**src/rtl/fig_rom_arbiter_if.sv**
```systemverilog
// Requester-side and ROM-side signals of the two-port ROM arbiter.
// slave is the arbiter's view; master is the view of whoever drives the
// requests and models the ROM.
interface fig_rom_arbiter_if #(
   parameter int c_ADDR_WIDTH = 10,
   parameter int c_DATA_WIDTH = 32
);
   // requester side
   logic                    req0;
   logic                    req1;
   logic [c_ADDR_WIDTH-1:0] addr0;
   logic [c_ADDR_WIDTH-1:0] addr1;
   logic                    gnt0;
   logic                    gnt1;
   logic                    rvalid0;
   logic                    rvalid1;
   logic [c_DATA_WIDTH-1:0] rdata;
   logic                    busy;
   // ROM side
   logic [c_ADDR_WIDTH-1:0] rom_addr;
   logic                    rom_clk_en;
   logic                    rom_addr_strobe;
   logic                    rom_rd_oce;
   logic [c_DATA_WIDTH-1:0] rom_rd_data;

   modport slave (
      input  req0, req1, addr0, addr1, rom_rd_data,
      output gnt0, gnt1, rvalid0, rvalid1, rdata, busy,
             rom_addr, rom_clk_en, rom_addr_strobe, rom_rd_oce
   );

   modport master (
      output req0, req1, addr0, addr1, rom_rd_data,
      input  gnt0, gnt1, rvalid0, rvalid1, rdata, busy,
             rom_addr, rom_clk_en, rom_addr_strobe, rom_rd_oce
   );
endinterface

```
**src/rtl/fig_rom_arbiter.sv**
```systemverilog
// Round-robin arbiter sharing one synchronous ROM between two requesters.
// Grants are combinational, one read is accepted per cycle, and a
// valid/ID shift register as deep as the ROM latency routes each returning
// word to the requester that issued it.
module fig_rom_arbiter #(
   parameter int c_ADDR_WIDTH = 10,
   parameter int c_DATA_WIDTH = 32,
   parameter int c_RD_LATENCY = 1   // 1: no ROM output register, 2: with it
) (
   input  logic             clk,
   input  logic             rst,
   fig_rom_arbiter_if.slave bus
);

   logic                    gnt0;
   logic                    gnt1;
   logic                    any_gnt;
   logic                    rvalid0;
   logic                    rvalid1;
   logic                    last_q;      // ID granted most recently
   logic                    last_d;
   logic [c_ADDR_WIDTH-1:0] rom_addr_q;
   logic [c_ADDR_WIDTH-1:0] rom_addr_d;
   logic [c_RD_LATENCY-1:0] vld_q;
   logic [c_RD_LATENCY-1:0] vld_d;
   logic [c_RD_LATENCY-1:0] id_q;        // 0: requester 0, 1: requester 1
   logic [c_RD_LATENCY-1:0] id_d;
   logic                    busy_q;
   logic                    busy_d;
   logic [c_DATA_WIDTH-1:0] rdata_q;
   logic [c_DATA_WIDTH-1:0] rdata_d;

   // Grant: a lone request wins at once; on contention the requester not
   // granted last wins. Nothing is granted while reset is held.
   always_comb begin
      // NOTE: every output of a combinational block gets a default first, so no path leaves it unassigned and no latch is inferred.
      gnt0 = 1'b0;
      gnt1 = 1'b0;
      if (!rst) begin
         gnt0 = bus.req0 & (~bus.req1 | last_q);
         gnt1 = bus.req1 & (~bus.req0 | ~last_q);
      end
   end

   assign any_gnt = gnt0 | gnt1;
   assign rvalid0 = vld_q[c_RD_LATENCY-1] & ~id_q[c_RD_LATENCY-1];
   assign rvalid1 = vld_q[c_RD_LATENCY-1] &  id_q[c_RD_LATENCY-1];

   // Next state: pointer, held ROM address, in-flight pipeline, read data.
   always_comb begin
      last_d     = last_q;
      rom_addr_d = rom_addr_q;
      if (gnt0) begin
         last_d     = 1'b0;
         rom_addr_d = bus.addr0;
      end else if (gnt1) begin
         last_d     = 1'b1;
         rom_addr_d = bus.addr1;
      end

      vld_d[0] = any_gnt;
      id_d[0]  = gnt1;
      for (int i = 1; i < c_RD_LATENCY; i++) begin
         vld_d[i] = vld_q[i-1];
         id_d[i]  = id_q[i-1];
      end
      busy_d = |vld_d;

      rdata_d = rdata_q;
      if (rvalid0 || rvalid1) begin
         rdata_d = bus.rom_rd_data;
      end
   end

   // State registers; reset drops every in-flight read and favours requester 0.
   always_ff @(posedge clk or posedge rst) begin
      if (rst) begin
         // NOTE: the in-flight pipeline is reset too, so reads accepted before reset can never raise rvalid afterwards.
         last_q     <= 1'b1;
         rom_addr_q <= '0;
         vld_q      <= '0;
         id_q       <= '0;
         busy_q     <= 1'b0;
         rdata_q    <= '0;
      end else begin
         // NOTE: sequential state uses non-blocking assignments so every register samples pre-edge values.
         last_q     <= last_d;
         rom_addr_q <= rom_addr_d;
         vld_q      <= vld_d;
         id_q       <= id_d;
         busy_q     <= busy_d;
         rdata_q    <= rdata_d;
      end
   end

   assign bus.gnt0            = gnt0;
   assign bus.gnt1            = gnt1;
   assign bus.rvalid0         = rvalid0;
   assign bus.rvalid1         = rvalid1;
   assign bus.busy            = busy_q;
   assign bus.rom_addr        = rom_addr_d;
   assign bus.rom_addr_strobe = any_gnt;
   assign bus.rom_clk_en      = any_gnt | busy_q;
   // Returning data passes straight through; the register keeps it afterwards.
   assign bus.rdata           = (rvalid0 || rvalid1) ? bus.rom_rd_data : rdata_q;

   // The ROM output register is clocked the cycle before data is due.
   generate
      if (c_RD_LATENCY == 2) begin : g_oce
         assign bus.rom_rd_oce = vld_q[0];
      end else begin : g_no_oce
         assign bus.rom_rd_oce = 1'b0;
      end
   endgenerate

endmodule

```
**src/flat_wrapper.sv**
```systemverilog
// flat-port wrapper written by rule: the top's interface ports become plain ports
module fig_rom_arbiter_flat 
#(
   parameter int c_ADDR_WIDTH = 10,
   parameter int c_DATA_WIDTH = 32,
   parameter int c_RD_LATENCY = 1                                           
)
  (clk, rst, bus_req0, bus_req1, bus_addr0, bus_addr1, bus_rom_rd_data, bus_gnt0, bus_gnt1, bus_rvalid0, bus_rvalid1, bus_rdata, bus_busy, bus_rom_addr, bus_rom_clk_en, bus_rom_addr_strobe, bus_rom_rd_oce);
  fig_rom_arbiter_if #(.c_ADDR_WIDTH(c_ADDR_WIDTH), .c_DATA_WIDTH(c_DATA_WIDTH)) bus_i ();
  input  logic clk;
  input  logic rst;
  input wire logic [$bits(bus_i.req0)-1:0] bus_req0;
  input wire logic [$bits(bus_i.req1)-1:0] bus_req1;
  input wire logic [$bits(bus_i.addr0)-1:0] bus_addr0;
  input wire logic [$bits(bus_i.addr1)-1:0] bus_addr1;
  input wire logic [$bits(bus_i.rom_rd_data)-1:0] bus_rom_rd_data;
  output wire logic [$bits(bus_i.gnt0)-1:0] bus_gnt0;
  output wire logic [$bits(bus_i.gnt1)-1:0] bus_gnt1;
  output wire logic [$bits(bus_i.rvalid0)-1:0] bus_rvalid0;
  output wire logic [$bits(bus_i.rvalid1)-1:0] bus_rvalid1;
  output wire logic [$bits(bus_i.rdata)-1:0] bus_rdata;
  output wire logic [$bits(bus_i.busy)-1:0] bus_busy;
  output wire logic [$bits(bus_i.rom_addr)-1:0] bus_rom_addr;
  output wire logic [$bits(bus_i.rom_clk_en)-1:0] bus_rom_clk_en;
  output wire logic [$bits(bus_i.rom_addr_strobe)-1:0] bus_rom_addr_strobe;
  output wire logic [$bits(bus_i.rom_rd_oce)-1:0] bus_rom_rd_oce;
  assign bus_i.req0 = bus_req0;
  assign bus_i.req1 = bus_req1;
  assign bus_i.addr0 = bus_addr0;
  assign bus_i.addr1 = bus_addr1;
  assign bus_i.rom_rd_data = bus_rom_rd_data;
  assign bus_gnt0 = bus_i.gnt0;
  assign bus_gnt1 = bus_i.gnt1;
  assign bus_rvalid0 = bus_i.rvalid0;
  assign bus_rvalid1 = bus_i.rvalid1;
  assign bus_rdata = bus_i.rdata;
  assign bus_busy = bus_i.busy;
  assign bus_rom_addr = bus_i.rom_addr;
  assign bus_rom_clk_en = bus_i.rom_clk_en;
  assign bus_rom_addr_strobe = bus_i.rom_addr_strobe;
  assign bus_rom_rd_oce = bus_i.rom_rd_oce;
  fig_rom_arbiter #(.c_ADDR_WIDTH(c_ADDR_WIDTH), .c_DATA_WIDTH(c_DATA_WIDTH), .c_RD_LATENCY(c_RD_LATENCY)) u_core (.clk(clk), .rst(rst), .bus(bus_i));
endmodule
```
**config.mk**
```make
export PLATFORM = sky130hd
export DESIGN_NAME = fig_rom_arbiter_flat
export DESIGN_NICKNAME = d
export VERILOG_FILES = /design/src/rtl/fig_rom_arbiter_if.sv /design/src/rtl/fig_rom_arbiter.sv /design/src/flat_wrapper.sv
export SDC_FILE = /design/constraint.sdc
export NUM_CORES = 1
export LEC_CHECK = 0
export BUFFER_PORTS_ARGS = -buffer_cell sky130_fd_sc_hd__clkbuf_2
export CELL_PAD_IN_SITES_DETAIL_PLACEMENT = 2
export CELL_PAD_IN_SITES_GLOBAL_PLACEMENT = 2
export CORE_MARGIN = 10
export CORE_UTILIZATION = 23
export DETAILED_ROUTE_END_ITERATION = 10
export PLACE_DENSITY_LB_ADDON = 0.1
export SYNTH_ARGS = -nofsm -noshare
export SYNTH_HDL_FRONTEND = slang
export SYNTH_SLANG_ARGS = --single-unit
export TNS_END_PERCENT = 1
```
**constraint.sdc**
```tcl
create_clock -name clk -period 1.08 [get_ports clk]
set_input_delay 0.108 -clock clk [delete_from_list [all_inputs] [get_ports clk]]
set_output_delay 0.108 -clock clk [all_outputs]
set_load 0.01 [all_outputs]
```
# Word level (Yosys, flattened, before mapping)
# Index checks and enable logic that the tools add are counted.
# Widths: inputs -> output; s select.
dict set report word_totals {
  reg_bits 45
  latchBits 0
  mem_bits_rw 0
  romBits 0
  in_bits 56
  out_inout_bits 50
  elab_cells 26
  memories 0
}
dict set report op_classes {
  add_sub_neg 0
  n_mul 0
  n_div 0
  n_lt_le_gt_ge 0
  n_eq_ne 0
  shifts 0
  n_mux 7
  n_bitwise 12
  reduce_logical 2
}
# cell count
set ops {}
lappend ops {{$mux 32} 1}
lappend ops {{$mux 10} 2}
lappend ops {{$and 1x1->1} 4}
lappend ops {{$mux 1} 4}
lappend ops {{$not 1->1} 4}
lappend ops {{$or 1x1->1} 4}
lappend ops {{$reduce_bool 2->1} 1}
lappend ops {{$logic_or 1x1->1} 1}

# Depth between registers and ports, before layout
# Gate-level depths: netlist (run 1).
dict set report logic_depth {
  depth_word 6
  mapped_depth 4
  ltp_nobuf 3
}

# Worst setup path after synthesis (run 1)
# Ideal clock, no wire load.
dict set report synth_path {
  path_kind {reg2reg}
  from {register u_core.last_q}
  to {register u_core.rom_addr_q[1]}
  setup_time_ns 0.131
  arrival_ns 1.190
  required_ns 0.949
  setup_slack_ns -0.241
  path_stages_with_launch 5
  n_path_buf 1
  synth_period_minus_slack_ns 1.321
  cell_sequence {dfstp_2 -> nor2b_1 -> or2_1 -> buf_6 -> a31oi_1}
}
dict set report synth_via {
  elab_chain_cells 6
  word_cells_on_any_way 9
  classes_between {mux: 4; bitwise: 5}
}
# item line_no
set synth_rtl {}
lappend synth_rtl {{start, declared} fig_rom_arbiter.sv:20} ;# logic last_q;
lappend synth_rtl {{start signal, assigned} fig_rom_arbiter.sv:87} ;# last_q <= last_d;
lappend synth_rtl {{$not 1->1} fig_rom_arbiter.sv:41} ;# gnt1 = bus.req1 & (~bus.req0 | ~last_q);
lappend synth_rtl {{$or 1x1->1} fig_rom_arbiter.sv:41}
lappend synth_rtl {{$and 1x1->1} fig_rom_arbiter.sv:41}
lappend synth_rtl {{$mux 1} fig_rom_arbiter.sv:39} ;# if (!rst) begin
lappend synth_rtl {{$mux 10} fig_rom_arbiter.sv:56} ;# end else if (gnt1) begin
lappend synth_rtl {{$mux 10 *} fig_rom_arbiter.sv:53} ;# if (gnt0) begin
lappend synth_rtl {{net bus_rom_addr[1]} flat_wrapper.sv:23} ;# output wire logic [$bits(bus_i.rom_addr)-1:0] bus_rom_addr;
lappend synth_rtl {{end signal, assigned} fig_rom_arbiter.sv:88} ;# rom_addr_q <= rom_addr_d;
lappend synth_rtl {{end, declared} fig_rom_arbiter.sv:22} ;# logic [c_ADDR_WIDTH-1:0] rom_addr_q;
# The timed path passes the listed nets; every way through them passes the cells marked *.
# A chain may end at the register's enable or synchronous reset.

# Worst setup path after layout (run 1)
dict set report layout_path {
  from {register u_core.last_q}
  to {output port bus_rom_addr[2]}
}
dict set report layout_via {
  elab_chain_cells 6
  word_cells_on_any_way 9
  classes_between {mux: 4; bitwise: 5}
}
# item line_no
set layout_rtl {}
lappend layout_rtl {{$not 1->1} fig_rom_arbiter.sv:41}
lappend layout_rtl {{$or 1x1->1} fig_rom_arbiter.sv:41}
lappend layout_rtl {{$and 1x1->1} fig_rom_arbiter.sv:41}
lappend layout_rtl {{$mux 1} fig_rom_arbiter.sv:39}
lappend layout_rtl {{$mux 10} fig_rom_arbiter.sv:56}
lappend layout_rtl {{$mux 10 *} fig_rom_arbiter.sv:53}
lappend layout_rtl {{end, declared} flat_wrapper.sv:23}
# Every way passes the cells marked *; elsewhere a longest branch is shown, timed or not.

==> flow_summary.yaml, run 1 <==
detailed_routing:
  drt_pass1_iterations: 4
  antenna_left: 0
  wl_met2_um: 3510
  vias: 1618
  routed_via_density: 4.36
  initialDrtViolationCount: 34
  avgRoutedWirePerCell_um: 17.9
  remaining_drc_errors: 0
  routed_wl_um: 6640
  m1WireLength_um: 2600
  wl_met3_um: 501
  top_layer: "met4"
hold_path:
  worstHoldStart: "bus_rom_rd_data[22]"
  hold_path_class: "in -> reg"
  holdPathEnd: "u_core.rdata_q[22]"
  whs_path_depth: 2
global_route:
  grt_first_pass_wirelength_um: 10300
  antenna_found_initial: 0
  grt_max_degree: 32
  overflow: 0
  first_global_vias: 1910
  grt_usage: 0.108
sta:
  min_period_over_period: 1.60
  fin_setup_tns_ns: -24.49
  hold_violations: 0
  finalMaxSlewViolations: 0
  setup_slack_ns: -0.653
  fmax_mhz: 577
  rsz0062_at_grt: "true"
  period_minus_slack_ns: 1.73
  finalSetupViolCount: 82
  finalClockSkew_ns: 0.00295
critical_path:
  start_kind: "flop"
  crit_buf_inv: 2
  cp-end-kind: "primary output"
  cp_top_family: "flip-flops"
  crit_start: "u_core.last_q"
  path_cells: "nor2b_2, or2_4, buf_12, a31oi_4, buf_6"
  critPathSlowestCell: "dfstp_2"
  regToRegEndpoint: "u_core.rom_addr_q[3]"
  worstSetupPathType: "reg -> out"
  r2r_start: "u_core.last_q"
  reg2reg_slack_ns: -0.30
  reg2regPathDepth: 5
  cp_max_fo: 8
  worst-endpoint-required_ns: 0.97
  critPathMaxStageDelay_ns: 0.57
  crit_arrival_ns: 1.62
clocking:
  cts_root_buffer: "clkbuf_8"
  cts_buffers: 5
  clk_latency_ns: 0.29
  cts_tree: "built"
  clkSinkCount: 45
  h-tree-depth: 2
  clock_path_buffers: 2
  clkTransAtPathRegs_ns: 0.09
logic_synthesis:
  yosysSeqAreaShare: 0.601
  yosys.cell_types.count: 22
  synth-seq-cells: 45
  syn_area_per_cell_um2: 12.8
  synth_nets: 202
  netlist_area_mm2: 0.00187
  yosys_warnings: 0
  syn_inst: 146
die:
  start_util: 0.240
  die-height_um: 110
  dieArea_mm2: 0.0122
  dieWidth_um: 110
  core_area_mm2: 0.00781
  ios: 106
  rows: 32
flow_run:
  maxCapViolCount: 0
power_and_ir_drop:
  p_per_area_mw_per_mm2: 1520
  ir_drop_uv: 512
  cellLeakagePower_nw: 1.45
placed_design:
  io_buffer_count: 104
  preCtsSetupSlack_ns: -0.383
  place.gp.congestion: 0.688
cells_and_area:
  drive_gt1_frac: 0.684
  final_common_cell: "clkbuf_2"
  fillCellCount: 841
  final_core_util: 0.399
  fin_nets: 324
  final_cell_mix: "clkbuf_2, dfrtp_1, mux2_1"
  syn_to_final_growth_pct: 66.2
  n_antenna_cell: 0
outcome:
  run_status: "finished with violations"
  violations: "negative setup slack"
==> metal layers <==
metal,GRT usage,vias up
met5,0,-
met2,0.185,54
met3,0.0383,2
met4,0.0248,0
met1,0.128,810
li1,-,752
==> stage by stage <==
| stage | hold WS, ns | total power, mW | cells | cell area, um2 |
|---|---|---|---|---|
| 4_1_cts | 0.0370 | 4.62 | 369 | 2930 |
| 2_1_floorplan | 0.231 | 2.64 | 146 | 1940 |
| 6_report | 0.0493 | 4.72 | 371 | 3110 |
| 5_1_grt | 0.0420 | 5.04 | 371 | 3110 |
| 3_5_place_dp | 0.277 | 3.27 | 359 | 2710 |
| 3_3_place_gp | 0.278 | 3.24 | 359 | 2710 |
==> flip-flops by register name, summed over array words and instances (netlist names) <==
name and flops:
u_core.id_q 1, u_core.rom_addr_q 10, u_core.last_q 1, u_core.vld_q 1
u_core.rdata_q 32
==> area by class of cell <==
type | instances | area (um2) | share of cell area
Clock inverter | 1 | 8.76 | 0.00281
Tap cell | 102 | 128 | 0.0410
Timing Repair Buffer | 126 | 818 | 0.263
Clock buffer | 7 | 96.3 | 0.0309
Inverter | 2 | 7.51 | 0.00241
Multi-Input combinational cell | 88 | 928 | 0.298
Sequential cell | 45 | 1130 | 0.362
==> cell families (layout without fill, tap and decap cells) <==
group	count (synthesis)	after routing	synth area share
muxes	32	32	0.192
other	1	1	0.00200
DFF	45	45	0.601
and+or+nand+nor	34	34	0.0975
AOI/OAI and AO/OA	21	21	0.0661
buffers and inverters	13	136	0.0407
==> cell usage after synthesis <==
master,instances,area share
dfrtp_1,44,0.59
mux2_1,32,0.19
nand3_1,10,0.027
nor3_1,10,0.027
a31oi_1,9,0.030
buf_2,7,0.019
o21ai_0,7,0.019
o21ai_1,4,0.011
buf_4,3,0.012
nor2_1,3,0.0060
nor2b_1,3,0.010
and2_1,2,0.0067
nand2_1,2,0.0040
or2_1,2,0.0067
a31oi_2,1,0.0067
buf_6,1,0.0060
conb_1,1,0.0020
dfstp_2,1,0.014
inv_1,1,0.0020
inv_2,1,0.0020
nand2b_1,1,0.0033
nand2b_4,1,0.0073
==> power breakdown <==
part           switching [mW]  internal [mW]  leakage, nW
sequential             0.0711           1.93        0.527
combinational           0.746          0.773        0.866
clock                   0.607          0.592       0.0549
total                    1.42           3.30         1.45
==> timing repair <==
item | CTS | global route
buffers inserted | 1 | 2
hold buffers | 1 | 0
endpoints found under the setup margin | 87 | 88
gates cloned | 0 | 0
pin swaps | 2 | 3
endpoints found under the hold margin | 27 | 0
resized for setup | 22 | 58
==> worst max path at each step <==
stage          depth (start not counted)               to
2_1_floorplan                          4  bus_rom_addr[2]
3_3_place_gp                           5  bus_rom_addr[2]
3_5_place_dp                           5  bus_rom_addr[3]
4_1_cts                                5  bus_rom_addr[2]
5_1_grt                                5  bus_rom_addr[3]
6_report                               5  bus_rom_addr[2]
==> worst register-to-register path, cell delays in order, from the launching register on <==
cell and delay, ns:
dfstp_2 0.57, nor2b_2 0.05, or2_4 0.25, buf_6 0.14, a31oi_4 0.18, buf_4 0.13
No activity file was read; power rests on OpenSTA's default activity.
==> run 2: changes to the inputs <==
--- a/config.mk
+++ b/config.mk
@@ -6,9 +6,10 @@
 export NUM_CORES = 1
 export LEC_CHECK = 0
+export ABC_AREA = 1
 export BUFFER_PORTS_ARGS = -buffer_cell sky130_fd_sc_hd__clkbuf_2
 export CELL_PAD_IN_SITES_DETAIL_PLACEMENT = 2
 export CELL_PAD_IN_SITES_GLOBAL_PLACEMENT = 2
 export CORE_MARGIN = 10
-export CORE_UTILIZATION = 23
+export CORE_UTILIZATION = 21
 export DETAILED_ROUTE_END_ITERATION = 10
 export PLACE_DENSITY_LB_ADDON = 0.1
==> constraint.sdc (replaced) <==
create_clock -name clk -period 1.08 [get_ports clk]
set_input_delay 0.108 -clock clk [delete_from_list [all_inputs] [get_ports clk]]
set_output_delay 0.108 -clock clk [all_outputs]
set_load 0.1 [all_outputs]
==> flow_summary.yaml, run 2 <==
placed_design:
  dp_hpwl_um: 6040
  io_buffer_count: 104
  preCtsSetupSlack_ns: -0.327
  place_area_mm2: 0.00396
  placed_cells: 493
  place.gp.congestion: 0.709
cells_and_area:
  syn_to_final_growth_pct: 110
  n_antenna_cell: 0
  fillCellCount: 976
  final_common_cell: "clkbuf_2"
  final_cell_mix: "clkbuf_2, buf_12, nand2_1"
  fin_nets: 430
  reg_top3: "u_core.rdata_q x32, u_core.rom_addr_q x10"
  largest_register_ff_count: 32
  final_core_util: 0.455
  drive_gt1_frac: 0.651
  finish.instance_area_mm2: 0.00422
  instances_no_fill: 504
  top_register: "u_core.rdata_q"
sta:
  finalClockSkew_ns: 0.0112
  hold_violations: 0
  finalMaxSlewViolations: 0
  whs_ns: 0.00132
  fmax_mhz: 589
  setup_slack_ns: -0.617
  period_minus_slack_ns: 1.70
  min_period_over_period: 1.57
  finalSetupViolCount: 77
  fin_setup_tns_ns: -25.22
  rsz0062_at_grt: "true"
clocking:
  clock_path_buffers: 2
  clk_latency_ns: 0.29
  cts_root_buffer: "clkbuf_8"
  cts_tree: "built"
  h-tree-depth: 2
  cts_buffers: 5
  clkTransAtPathRegs_ns: 0.10
  clkSinkCount: 45
logic_synthesis:
  yosys_warnings: 0
  synth_async_sr_flop_share: 1.00
  yosys-top-cells-count: "nand2_1, dfrtp_1, inv_1"
  syn_inst: 241
  syn_area_per_cell_um2: 8.36
  yosysSeqAreaShare: 0.560
  ys.flop_type: "dfrtp_1"
  yosys.cell_types.count: 17
  netlist_area_mm2: 0.00201
  synth_area_leaders: "dfrtp_1, nand2_1, nand2_2"
  synth_top_area_cell: "dfrtp_1"
  yosys.area.top_type_share: 0.547
  yosysMostFrequentCell: "nand2_1"
  synth_nets: 297
  synth_edf_count: 0
  synth-seq-cells: 45
critical_path:
  crit_buf_inv: 3
  crit_arrival_ns: 1.59
  start_kind: "flop"
  worst-endpoint-required_ns: 0.97
  cp_num_cells: 7
  crit_top_cell: "nand2_2"
  crit_end: "bus_rom_addr[9]"
  path_cells: "inv_1, nand2_2, nand3_4, buf_8, nand3_2, nand2_2, buf_12"
  reg2regPathDepth: 7
  reg2reg_slack_ns: -0.27
  critPathSlowestCell: "dfstp_2"
  cp-end-kind: "primary output"
  cp_max_fo: 7
  cp_top_family: "flip-flops"
  crit_start: "u_core.last_q"
  r2r_start: "u_core.last_q"
  critPathMaxStageDelay_ns: 0.55
  regToRegEndpoint: "u_core.rom_addr_q[9]"
  worstSetupPathType: "reg -> out"
hold_path:
  hold_path_class: "in -> async"
detailed_routing:
  routed_wl_um: 7700
  initialDrtViolationCount: 37
  vias: 2055
  remaining_drc_errors: 0
  routed_via_density: 4.08
  drt_pass1_iterations: 3
  avgRoutedWirePerCell_um: 15.3
  antenna_left: 0
outcome:
  violations: "negative setup slack"
  run_status: "finished with violations"
global_route:
  grt_usage: 0.111
  overflow: 0
  grt_max_degree: 35
  first_global_vias: 2327
  grt_first_pass_wirelength_um: 12700
  antenna_found_initial: 0
power_and_ir_drop:
  ir_drop_uv: 1020
  finalPower_mw: 9.23
  p_per_area_mw_per_mm2: 2190
  cellLeakagePower_nw: 2.14
die:
  rows: 35
  ios: 106
  dieWidth_um: 118
  core_area_mm2: 0.00928
  dieArea_mm2: 0.0139
  die-height_um: 118
  start_util: 0.217
flow_run:
  maxCapViolCount: 0
-- run 2: cell types whose count changed after synthesis, moves of 10 or more --
cell	delta
inv_1	+21
mux2_1	-32
nand2_1	+111
nand2_2	+17
nand3_1	+11
nor3_1	-10
-- run 2: logic make-up after synthesis --
| group | after synthesis | synth area share |
|---|---|---|
| and+or+nand+nor | 155 | 0.340 |
| DFF | 45 | 0.560 |
| buffers and inverters | 39 | 0.0957 |
| AOI/OAI and AO/OA | 1 | 0.00248 |
| other | 1 | 0.00186 |
-- run 2: routing by layer --
layer | vias up | track usage | share of wire
met4 | 0 | 0.0255 | 0.0039
met3 | 2 | 0.0365 | 0.057
li1 | 981 | - | -
met5 | - | 0 | 0
met2 | 55 | 0.198 | 0.54
met1 | 1017 | 0.125 | 0.40
-- run 2: report_power, final --
group,switching (mW),internal [mW],total [mW]
clock network,0.612,0.696,1.31
logic,3.78,2.03,5.80
registers,0.110,2.01,2.12
total,4.50,4.73,9.23
-- run 2: how the worst min path moves through the flow --
stage / from / endpoint
5_1_grt: rst / u_core.rom_addr_q[4]
4_1_cts: rst / u_core.rom_addr_q[6]
2_1_floorplan: rst / u_core.id_q
3_3_place_gp: rst / u_core.rom_addr_q[9]
6_report: rst / u_core.rom_addr_q[1]
3_5_place_dp: rst / u_core.rom_addr_q[9]
-- run 2: final cells by class --
| cell class | count | area, um2 | share of cell area |
|---|---|---|---|
| sequential | 45 | 1130 | 0.268 |
| clock buffer | 6 | 72.6 | 0.0172 |
| clock inverter | 2 | 38.8 | 0.00919 |
| timing repair buffer | 137 | 1580 | 0.375 |
| tap | 129 | 161 | 0.0382 |
| multi-input combinational | 158 | 1110 | 0.264 |
| inverter | 27 | 120 | 0.0284 |
-- run 2: repair_timing --
| action | 4_1_cts | 5_1_grt |
|---|---|---|
| endpoints found under the hold margin | 19 | 0 |
| gates resized for setup | 27 | 9 |
| pin swaps | 3 | 0 |
| hold buffers | 1 | 0 |
| buffers inserted | 1 | 0 |
| cloned | 1 | 0 |
| setup endpoints to repair | 94 | 78 |
-- run 2: worst min-delay path, delay by kind of cell --
kind     cells  cell delay (ns)
buf+inv      3             0.60
